**src/rtl/rvvi_pkg.sv**
```systemverilog
// rvvi_pkg: record-layout widths, CSRCount field offsets, beat-count helper and
// serializer state type shared by the rvvi_stream slice.
package rvvi_pkg;

  localparam int unsigned CSR_CNT_W      = 12;
  // CSRCount occupies header bits [HDR_W-5 : HDR_W-16]
  localparam int unsigned CSR_CNT_HI_OFS = 5;
  localparam int unsigned CSR_CNT_LO_OFS = 16;

  typedef enum logic {IDLE, SEND} ser_state_t;

  function automatic int unsigned hdr_w(input int unsigned xlen);
    return 56 + 3 * xlen;
  endfunction

  function automatic int unsigned reg_w(input int unsigned xlen);
    return 16 + 2 * xlen;
  endfunction

  function automatic int unsigned csr_w(input int unsigned xlen);
    return xlen + 16;
  endfunction

  function automatic int unsigned rec_w(input int unsigned xlen, input int unsigned max_csrs);
    return hdr_w(xlen) + reg_w(xlen) + max_csrs * csr_w(xlen);
  endfunction

  function automatic int unsigned beat_count(input int unsigned len, input int unsigned beat_w);
    return (len + beat_w - 1) / beat_w;
  endfunction

endpackage

```
**src/rtl/rvvi_stream_if.sv**
```systemverilog
// rvvi_stream_if: record-in and beat-out valid/ready channels of the trace serializer.
interface rvvi_stream_if
  import rvvi_pkg::*;
#(
  parameter int unsigned REC_W  = rec_w(64, 5),
  parameter int unsigned BEAT_W = 64
);
  logic              rec_valid;
  logic              rec_ready;
  logic [REC_W-1:0]  rec;
  logic              out_valid;
  logic              out_ready;
  logic [BEAT_W-1:0] out_data;
  logic              out_last;

  modport master (
    output rec_valid, rec, out_ready,
    input  rec_ready, out_valid, out_data, out_last
  );

  modport slave (
    input  rec_valid, rec, out_ready,
    output rec_ready, out_valid, out_data, out_last
  );
endinterface

```
**src/rtl/rvvi_fifo.sv**
```systemverilog
// rvvi_fifo: synchronous DEPTH-entry FIFO with registered full/empty flags and occupancy.
module rvvi_fifo #(
  parameter int unsigned WIDTH = 8,
  parameter int unsigned DEPTH = 4
) (
  input  logic                         clk,
  input  logic                         reset,
  input  logic                         push,
  input  logic                         pop,
  input  logic [WIDTH-1:0]             din,
  output logic [WIDTH-1:0]             dout,
  output logic                         full,
  output logic                         empty,
  output logic [$clog2(DEPTH+1)-1:0]   count
);
  localparam int unsigned AW = $clog2(DEPTH);
  localparam int unsigned CW = $clog2(DEPTH+1);

  logic [WIDTH-1:0] mem [DEPTH];
  logic [AW-1:0]    wr_ptr, rd_ptr;
  logic [CW-1:0]    count_d;
  logic             do_push, do_pop;

  assign do_push = push & ~full;
  assign do_pop  = pop & ~empty;

  always_comb begin
    count_d = count;
    if (do_push && !do_pop)      count_d = count + 1'b1;
    else if (!do_push && do_pop) count_d = count - 1'b1;
  end

  always_ff @(posedge clk or negedge reset) begin
    if (!reset) begin
      wr_ptr <= '0;
      rd_ptr <= '0;
      count  <= '0;
      full   <= 1'b0;
      empty  <= 1'b1;
    end else begin
      if (do_push) wr_ptr <= wr_ptr + 1'b1;
      if (do_pop)  rd_ptr <= rd_ptr + 1'b1;
      count <= count_d;
      full  <= (count_d == CW'(DEPTH));
      empty <= (count_d == '0);
    end
  end

  always_ff @(posedge clk) begin
    if (do_push) mem[wr_ptr] <= din;
  end

  assign dout = mem[rd_ptr];
endmodule

```
**src/rtl/rvvi_stream.sv**
```systemverilog
// rvvi_stream: trims unused CSR slots, queues records and streams them as BEAT_W beats.
// Define RVVI_BACKPRESSURE_EN to drive stall_req from FIFO occupancy; otherwise it is tied 0.
module rvvi_stream
  import rvvi_pkg::*;
#(
  parameter int unsigned XLEN     = 64,
  parameter int unsigned MAX_CSRS = 5,
  parameter int unsigned BEAT_W   = 64,
  parameter int unsigned DEPTH    = 4
) (
  input  logic              clk,
  input  logic              reset,
  rvvi_stream_if.slave      bus,
  output logic              stall_req,
  output logic [15:0]       drop_count,
  output logic              overflow
);
  localparam int unsigned HDR_W     = hdr_w(XLEN);
  localparam int unsigned REG_W     = reg_w(XLEN);
  localparam int unsigned CSR_W     = csr_w(XLEN);
  localparam int unsigned REC_W     = rec_w(XLEN, MAX_CSRS);
  localparam int unsigned MAX_BEATS = beat_count(REC_W, BEAT_W);
  localparam int unsigned BCNT_W    = $clog2(MAX_BEATS + 1);
  localparam int unsigned PAD_W     = MAX_BEATS * BEAT_W;
  localparam int unsigned ENT_W     = REC_W + BCNT_W;
  localparam int unsigned CW        = $clog2(DEPTH + 1);

  logic [CSR_CNT_W-1:0] csr_cnt;
  int unsigned          n_csr, rec_len;
  logic [REC_W-1:0]     rec_trim, head_rec;
  logic [BCNT_W-1:0]    beats_in, head_beats, idx_q, idx_d;
  logic [ENT_W-1:0]     head;
  logic [PAD_W-1:0]     padded;
  logic [CW-1:0]        count;
  logic                 push, pop, full, empty, last_beat, out_valid;
  ser_state_t           state_q, state_d;

  assign csr_cnt = bus.rec[HDR_W-CSR_CNT_HI_OFS -: CSR_CNT_W];

  // Unused CSR slots are zeroed at enqueue so the beat mux never needs a length mask.
  always_comb begin
    n_csr    = (32'(csr_cnt) > MAX_CSRS) ? MAX_CSRS : 32'(csr_cnt);
    rec_len  = HDR_W + REG_W + n_csr * CSR_W;
    beats_in = BCNT_W'(beat_count(rec_len, BEAT_W));
    rec_trim = bus.rec;
    for (int unsigned i = 0; i < MAX_CSRS; i++) begin
      if (i >= n_csr) rec_trim[HDR_W + REG_W + i*CSR_W +: CSR_W] = '0;
    end
  end

  assign push          = bus.rec_valid & ~full;
  assign bus.rec_ready = ~full;

  rvvi_fifo #(.WIDTH(ENT_W), .DEPTH(DEPTH)) u_fifo (
    .clk   (clk),
    .reset (reset),
    .push  (push),
    .pop   (pop),
    .din   ({beats_in, rec_trim}),
    .dout  (head),
    .full  (full),
    .empty (empty),
    .count (count)
  );

  assign head_rec   = head[REC_W-1:0];
  assign head_beats = head[ENT_W-1 -: BCNT_W];
  assign padded     = PAD_W'(head_rec);
  assign last_beat  = (idx_q == head_beats - 1'b1);

  // IDLE presents beat 0 as soon as the FIFO is non-empty, giving one-cycle latency.
  always_comb begin
    state_d   = state_q;
    idx_d     = idx_q;
    pop       = 1'b0;
    out_valid = 1'b0;
    case (state_q)
      IDLE: begin
        out_valid = ~empty;
        if (!empty) state_d = SEND;
      end
      SEND: out_valid = 1'b1;
    endcase
    if (out_valid && bus.out_ready) begin
      if (last_beat) begin
        pop     = 1'b1;
        idx_d   = '0;
        state_d = (count == CW'(1) && !push) ? IDLE : SEND;
      end else begin
        idx_d   = idx_q + 1'b1;
        state_d = SEND;
      end
    end
  end

  always_ff @(posedge clk or negedge reset) begin
    if (!reset) begin
      state_q <= IDLE;
      idx_q   <= '0;
    end else begin
      state_q <= state_d;
      idx_q   <= idx_d;
    end
  end

  assign bus.out_valid = out_valid;
  assign bus.out_last  = out_valid & last_beat;

  always_comb begin
    bus.out_data = '0;
    for (int unsigned k = 0; k < MAX_BEATS; k++) begin
      if (out_valid && idx_q == BCNT_W'(k)) bus.out_data = padded[k*BEAT_W +: BEAT_W];
    end
  end

  always_ff @(posedge clk or negedge reset) begin
    if (!reset) begin
      drop_count <= '0;
      overflow   <= 1'b0;
    end else if (bus.rec_valid && full) begin
      if (drop_count != '1) drop_count <= drop_count + 1'b1;
      overflow <= 1'b1;
    end
  end

`ifdef RVVI_BACKPRESSURE_EN
  logic [CW-1:0] count_nx;
  logic          stall_q;

  assign count_nx = count + CW'(push) - CW'(pop);

  always_ff @(posedge clk or negedge reset) begin
    if (!reset) stall_q <= 1'b0;
    else        stall_q <= (count_nx >= CW'(DEPTH - 1));
  end

  assign stall_req = stall_q;
`else
  assign stall_req = 1'b0;
`endif
endmodule

```
**src/flat_wrapper.sv**
```systemverilog
// flat-port wrapper written by rule: the top's interface ports become plain ports
module rvvi_stream_flat import rvvi_pkg::*;
#(
  parameter int unsigned XLEN     = 64,
  parameter int unsigned MAX_CSRS = 5,
  parameter int unsigned BEAT_W   = 64,
  parameter int unsigned DEPTH    = 4
)
  (clk, reset, stall_req, drop_count, overflow, bus_rec_valid, bus_rec, bus_out_ready, bus_rec_ready, bus_out_valid, bus_out_data, bus_out_last);
  rvvi_stream_if #(.REC_W((792)), .BEAT_W(BEAT_W)) bus_i ();
  input  logic clk;
  input  logic reset;
  output logic stall_req;
  output logic [15:0] drop_count;
  output logic overflow;
  input wire logic [$bits(bus_i.rec_valid)-1:0] bus_rec_valid;
  input wire logic [$bits(bus_i.rec)-1:0] bus_rec;
  input wire logic [$bits(bus_i.out_ready)-1:0] bus_out_ready;
  output wire logic [$bits(bus_i.rec_ready)-1:0] bus_rec_ready;
  output wire logic [$bits(bus_i.out_valid)-1:0] bus_out_valid;
  output wire logic [$bits(bus_i.out_data)-1:0] bus_out_data;
  output wire logic [$bits(bus_i.out_last)-1:0] bus_out_last;
  assign bus_i.rec_valid = bus_rec_valid;
  assign bus_i.rec = bus_rec;
  assign bus_i.out_ready = bus_out_ready;
  assign bus_rec_ready = bus_i.rec_ready;
  assign bus_out_valid = bus_i.out_valid;
  assign bus_out_data = bus_i.out_data;
  assign bus_out_last = bus_i.out_last;
  rvvi_stream #(.XLEN(XLEN), .MAX_CSRS(MAX_CSRS), .BEAT_W(BEAT_W), .DEPTH(DEPTH)) u_core (.clk(clk), .reset(reset), .bus(bus_i), .stall_req(stall_req), .drop_count(drop_count), .overflow(overflow));
endmodule
```
**config.mk**
```make
export PLATFORM = sky130hd
export DESIGN_NAME = rvvi_stream_flat
export DESIGN_NICKNAME = d
export VERILOG_FILES = /design/src/rtl/rvvi_pkg.sv /design/src/rtl/rvvi_stream_if.sv /design/src/rtl/rvvi_fifo.sv /design/src/rtl/rvvi_stream.sv /design/src/flat_wrapper.sv
export SDC_FILE = /design/constraint.sdc
export NUM_CORES = 2
export LEC_CHECK = 0
export CORE_UTILIZATION = 30
export CTS_CLUSTER_DIAMETER = 80
export DETAILED_ROUTE_END_ITERATION = 16
export GPL_ROUTABILITY_DRIVEN = 0
export GPL_TIMING_DRIVEN = 0
export PLACE_DENSITY = 0.46
export SLEW_MARGIN = 20
export SYNTH_ARGS = -nofsm -noshare
export SYNTH_HDL_FRONTEND = slang
export SYNTH_HIERARCHICAL = 1
export SYNTH_SLANG_ARGS = --single-unit
```
**constraint.sdc**
```tcl
create_clock -name clk -period 49.2 [get_ports clk]
set_clock_uncertainty 0.15 [all_clocks]
set_input_delay 12.3 -clock clk [delete_from_list [all_inputs] [get_ports clk]]
set_output_delay 12.3 -clock clk [all_outputs]
set_load 0.01 [all_outputs]
```
# After elaboration in Yosys (flattened, before gate mapping)
# Memory sizes are Yosys's and may differ from the RTL's.
# Index checks and enable logic that the tools add are counted.
# W data, S select, Z words.
# op_classes
addsub	10
mul	1
div	0
magnitude_cmp	6
n_eq_ne	16
shift	0
muxes	32
bitwise_logic	7
reduce_logical	24
# op_table
cell	count
$mux W64	13
$mux W80	5
$ge A1 B32 Y1 const A	2
$ge A2 B32 Y1 const A	2
$ge A3 B32 Y1 const A	1
$mul A32 B3 Y6 const B	1
$eq A4 B4 Y1 const B	5
$logic_and A1 B1 Y1	18
$add A16 B1 Y16 const B	1
$eq A4 B3 Y1 const B	4
$ne A16 B16 Y1 const B	1
$gt A12 B3 Y1 const B	1
$mux W12	1
$add A10 B7 Y10 const B	1
$add A9 B10 Y10 const A	1
$sub A10 B1 Y10 const B	1
$mux W1	9
$eq A4 B2 Y1 const B	2
$mux W3	2
$add A2 B1 Y2 const B	2
$add A4 B1 Y4 const B	1
$and A1 B1 Y1	4
$eq A4 B1 Y1 const B	1
$eq A4 B4 Y1	1
12 further kinds	16
# totals
reg_bits	31
latch_bits	0
ram_bits	3184
mem_bits_ro	0
inputBits	796
word_cells	106
n_memories	1
# mem_list
name	depth	width	read_ports	rd_ports_with_merged_regs	wr	line	source
u_core.u_fifo.mem	4	796	1	0	1	rvvi_fifo.sv:19	logic [WIDTH-1:0] mem [DEPTH];

# Depth between registers and ports, before layout
# depth
ltp_word	16
ltp_mapped	14
mapped_depth_nobuf	11

# By module
# Netlist, hierarchy kept.
# by_module_without_submodules
mod	n_inst	cells_per_inst	area_each_um2	seq_area_each_um2
rvvi_fifo	1	4210	115136.7	95838.2
rvvi_stream	1	1670	10369.9	550.5

# Worst setup path after synthesis
# OpenSTA, ideal clock, no wires.
# synth_path
path_kind	input to register
start	input bus_rec_valid
end	memory u_core/u_fifo/mem[0][0] (netlist name), enable pin
setup_time_ps	1270
arrival_ps	30595
slack_ps	17185
cell_stages	4
cell_sequence	nor2b_1 > nor2b_2 > buf_4 > and2_1
# synth_via
elab_chain_cells	4
# synth_rtl
element	line	source
start: declaration	flat_wrapper.sv:16	input wire logic [$bits(bus_i.rec_valid)-1:0] bus_rec_valid;
$and A1 B1 Y1	rvvi_stream.sv:51	assign push = bus.rec_valid & ~full;
$and A1 B1 Y1	rvvi_fifo.sv:24	assign do_push = push & ~full;
$mux W1	rvvi_fifo.sv:50	if (do_push) mem[wr_ptr] <= din;
$mux W1 (not written as such)	rvvi_fifo.sv:50	
end: declaration	rvvi_fifo.sv:19	
# Every way passes these cells.

# Worst setup path after layout
# layout_path
start	register u_core.idx_q[1]
end	output bus_out_data[31]
# layout_via
elab_chain_cells	15
elab_cells_between_ends	39
classes_between	eq/ne (12); mux (13); reduce/logical (14)
# layout_rtl
element	line	source
start: declaration	rvvi_stream.sv:31	logic [BCNT_W-1:0] beats_in, head_beats, idx_q, idx_d;
start signal: assignment	rvvi_stream.sv:102	idx_q <= idx_d;
$logic_not A4 Y1	rvvi_stream.sv:112	if (out_valid && idx_q == BCNT_W'(k)) bus.out_data = padded[k*BEAT_W +: BEAT_W];
$logic_and A1 B1 Y1	rvvi_stream.sv:112	
$mux W64 (12 in series)	rvvi_stream.sv:112	
$mux W64 *	rvvi_stream.sv:112	
end: declaration	flat_wrapper.sv:21	output wire logic [$bits(bus_i.out_data)-1:0] bus_out_data;
# Mark *: on every way between the ends. The rest lies on a longest branch, timed or not.

==> results_tabular.tex <==
\begin{tabular}{lr}
\hline
Metric & Value \\
\hline
\multicolumn{2}{l}{\textbf{Synth}} \\
Fraction of registers with async set/reset & less than 1\% \\
Synthesized instance count & between 5,000 and 6,000 \\
Cell area after synthesis & $\sim$130,000 sq um \\
Synth warnings & 6 \\
Number of flip-flops and latches in the synthesized netlist & 3,215 \\
Main flop type after synthesis & edfxtp\_1 \\
Post-synthesis sequential area ratio & between 70\% and 80\% \\
Synthesized area divided by synthesized cell count & 21.34 sq um \\
Number of synthesized flops with an enable pin & about 3,200 \\
Netlist cell types & 71 \\
\multicolumn{2}{l}{\textbf{GRT}} \\
Maximum number of pins on one net before global-route repair & 43 \\
Wire length of the first global-routing pass & approximately 600 mm \\
Overall overflow remaining after global route & 0 \\
Total routing usage reported by global routing & 21.00\% \\
Via count of the first global-routing pass & 68,780 \\
Antenna violations before repair & between 200 and 250 \\
\multicolumn{2}{l}{\textbf{Routing}} \\
Post-route met1 wirelength & 178.2 mm \\
Number of antenna-violating nets in the routed design & 0 \\
Post-DR vias/cell & about 5 \\
Via count & between 60,000 and 70,000 \\
Number of DRC markers after the initial detailed-route iteration & $\sim$6,000 \\
Number of remaining DRC errors & 0 \\
Highest metal layer with signal wires & met5 \\
Final routed wirelength across all metal layers & 450.1 mm \\
Routed met2 length & 229.6 mm \\
First-pass iteration count of the detailed router & 5 \\
Detailed-routed wire length on met3 & around 26 mm \\
Detail-routed net length per standard cell & 34.35 microns \\
\multicolumn{2}{l}{\textbf{Clock network}} \\
Maximum count of clock buffers along a single path & 4 \\
TritonCTS Sinks & between 3,000 and 4,000 \\
Resized Gates After CTS & 0 \\
Clock transition at path regs & approximately 0.06 ns \\
H-tree depth & 5 \\
Worst-Skew Late Latency & a little over 0.9 ns \\
CTS tree & built \\
Buffers inserted during post-CTS setup optimization & 0 \\
Root Buffer Master & clkbuf\_16 \\
Number of clock buffers inserted by TritonCTS & 370 \\
Quantity of hold-fixing buffers added after cts & 0 \\
\multicolumn{2}{l}{\textbf{Worst setup path}} \\
WS Path Type & register to primary output \\
Arrival time worst endpoint & about 6.4 ns \\
Chain of cells forming the critical path & inv\_1 > ha\_1 > clkbuf\_2 > buf\_16 > buf\_2 > clkbuf\_1 > clkbuf\_1 > nand2\_1 > o21ai\_0 > o221ai\_1 > a31oi\_1 > clkdlybuf4s50\_1 \\
Dominant cell type by count on the critical path & clkbuf\_1 \\
Crit Path Max Fanout & 10 \\
Cell with the largest stage delay on the worst path & a31oi\_1 \\
Largest stage delay on the critical path & about 0.90 ns \\
Capturing element type of the critical path & primary output \\
Launching element type of the critical path & register \\
CP Data Required Time & approximately 37 ns \\
\multicolumn{2}{l}{\textbf{Finish}} \\
Footprint of the flip-flops and latches & 96,390 sq um \\
Most common cell after layout, fill and taps aside & edfxtp\_1 \\
Most used cells in the layout excluding fill and tap cells & 3,184 x edfxtp\_1, 878 x clkdlybuf4s50\_1, 796 x mux4\_2 \\
Fill cell total of the finished layout & about 38,000 \\
Number of non-filler instances in the completed layout & 13,105 \\
Multi-input logic area & approximately 27,000 sq um \\
Net count of the finished layout & about 8,100 \\
Layout cells sized above 1 & approximately 22\% \\
Area delta synth->final & 24.14\% \\
\multicolumn{2}{l}{\textbf{Placement}} \\
Estimated wirelength of the detail-placed design & roughly 330 mm \\
IO buf count & roughly 880 \\
Post-Place Cells & around 12,000 \\
Worst setup slack before clock tree synthesis & around 31 ns \\
\multicolumn{2}{l}{\textbf{Timing}} \\
Final Hold Violating Endpoints & 0 \\
Final Worst Setup Slack & between 30 and 40 ns \\
Achievable Freq & 0.05309 GHz \\
RSZ-0062 raised after global routing & false \\
Final setup violation count & 0 \\
Count of final max-slew check failures & 0 \\
Worst-margin pin slew & $\sim$1.2 ns \\
Relative slew slack & approximately a fifth \\
Time the worst path needs with I/O delays and setup & 18.84 ns \\
Final worst-path cycle share & about two fifths \\
\multicolumn{2}{l}{\textbf{Power and ir drop}} \\
LEAKAGE & 48.90 nW \\
Pwr dens & about 60 nW/um\^{}2 \\
Highest ir drop seen on vdd & 0.04608 mV \\
\multicolumn{2}{l}{\textbf{Floorplanning}} \\
Die width & 648.8 microns \\
Std-Cell Rows & around 240 \\
Vertical die dimension & approximately 650 microns \\
Core Area & between 400,000 and 500,000 sq um \\
Initial standard-cell utilization of the core & between 30 and 40\% \\
DIE AREA & $\sim$420,000 sq um \\
Number of I/O pins & between 800 and 900 \\
\multicolumn{2}{l}{\textbf{Run status}} \\
Outcome & completed \\
\multicolumn{2}{l}{\textbf{Min path}} \\
Kind of path behind the tightest hold check & register to register \\
\multicolumn{2}{l}{\textbf{Job}} \\
Number of maximum-capacitance constraint violations & 0 \\
\hline
\end{tabular}
## critical path, delay by kind of cell, from the launching register on
kind / cells / cell delay [ns]
AOI/OAI and AO/OA: 3 / 1.57
DFF: 1 / 0.46
adders and majority gates: 1 / 0.14
buffers and inverters: 7 / 3.15
and+or+nand+nor: 1 / 0.10
## synth_stat cells, types with 30 or more instances
cell	instances	area, sq um
edfxtp_1	3184	95610
a22oi_1	71	533.0
mux4_2	796	17930
clkbuf_1	127	476.7
o22a_1	35	306.5
dfrtp_1	30	750.7
a21oi_1	80	400.4
nand3_1	37	185.2
and2_1	328	2052
buf_4	30	225.2
o21ai_0	120	600.6
nor3_1	30	150.1
a211o_1	35	306.5
nor2b_1	81	506.7
inv_1	31	116.4
a221oi_1	52	455.4
buf_2	132	660.6
nand2_1	133	499.2
nor2_1	96	360.4
o22ai_1	116	725.7
buf_1	41	153.9
## sequential cells by signal (all words and copies together), names as in the netlist
register              flops
u_core/u_fifo/count       3
u_core/idx_q              4
u_core/u_fifo/full        1
u_core/u_fifo/rd_ptr      2
u_core/u_fifo/mem      3184
u_core/drop_count        16
u_core/overflow           1
u_core/state_q            1
u_core/u_fifo/empty       1
u_core/u_fifo/wr_ptr      2
## per-layer routing
| layer | GRT usage (%) | vias to the layer above |
|---|---|---|
| met4 | 7.607 | 50 |
| met2 | 36.27 | 2436 |
| met3 | 3.684 | 691 |
| li1 | - | 27552 |
| met1 | 26.43 | 35684 |
| met5 | 0 | - |
## area by class of cell
class	instances	area share (%)
Antenna cell	71	0.1140
Buffer	357	1.189
Clock buffer	455	6.249
Clock inverter	210	1.252
Inverter	32	0.07709
Multi-Input combinational cell	2278	17.55
Sequential cell	3215	61.86
Tap cell	5497	4.414
Timing Repair Buffer	990	7.292
## cells by family after synthesis
| family | count (synthesis) | share of synthesized area, % |
|---|---|---|
| flops | 3215 | 76.80 |
| mux | 797 | 14.29 |
| simple gates | 792 | 3.490 |
| compound gates | 639 | 3.480 |
| buf+inv | 389 | 1.546 |
| xor+xnor | 29 | 0.2024 |
| fa+ha+maj | 18 | 0.1854 |
| other cells | 1 | 0.002988 |
## report_power, final
part	total (mW)	internal [mW]	leakage (nW)	switching (mW)
Clock	2.67	1.55	5.68	1.12
Sequential	3.63	3.54	29.5	0.0888
Combinational	3.13	1.18	13.7	1.95
## final timing paths
check                                              from                   end  slack, ns  depth (start not counted)
worst max-delay path                    u_core/idx_q[1]      bus_out_data[31]      30.36                         12
worst min-delay path                    u_core/overflow       u_core/overflow       0.32                          1
worst max register to register  u_core/u_fifo/rd_ptr[1]    u_core/u_fifo/full      44.18                         13
worst min register to register          u_core/overflow       u_core/overflow       0.32                          1
max in group asynchronous                         reset   u_core/u_fifo/empty      37.31                          2
min in group asynchronous                         reset  u_core/drop_count[6]      11.05                          1
## stage by stage
stage               hold slack [ns]   TNS, ns  instance area, sq um  utilization (%)  power (mW)
floorplan                    0.3541         0                125500                -       5.721
global placement             0.3010  -9807.91                141200            33.89       7.756
detailed placement           0.3096         0                143900            34.55       6.910
CTS                          0.3229         0                155600            37.35       9.606
global route                 0.3604         0                155700            37.38       9.787
finish                       0.3178         0                155800            37.40       9.431
Note: power is estimated with default switching activity, not from simulation.
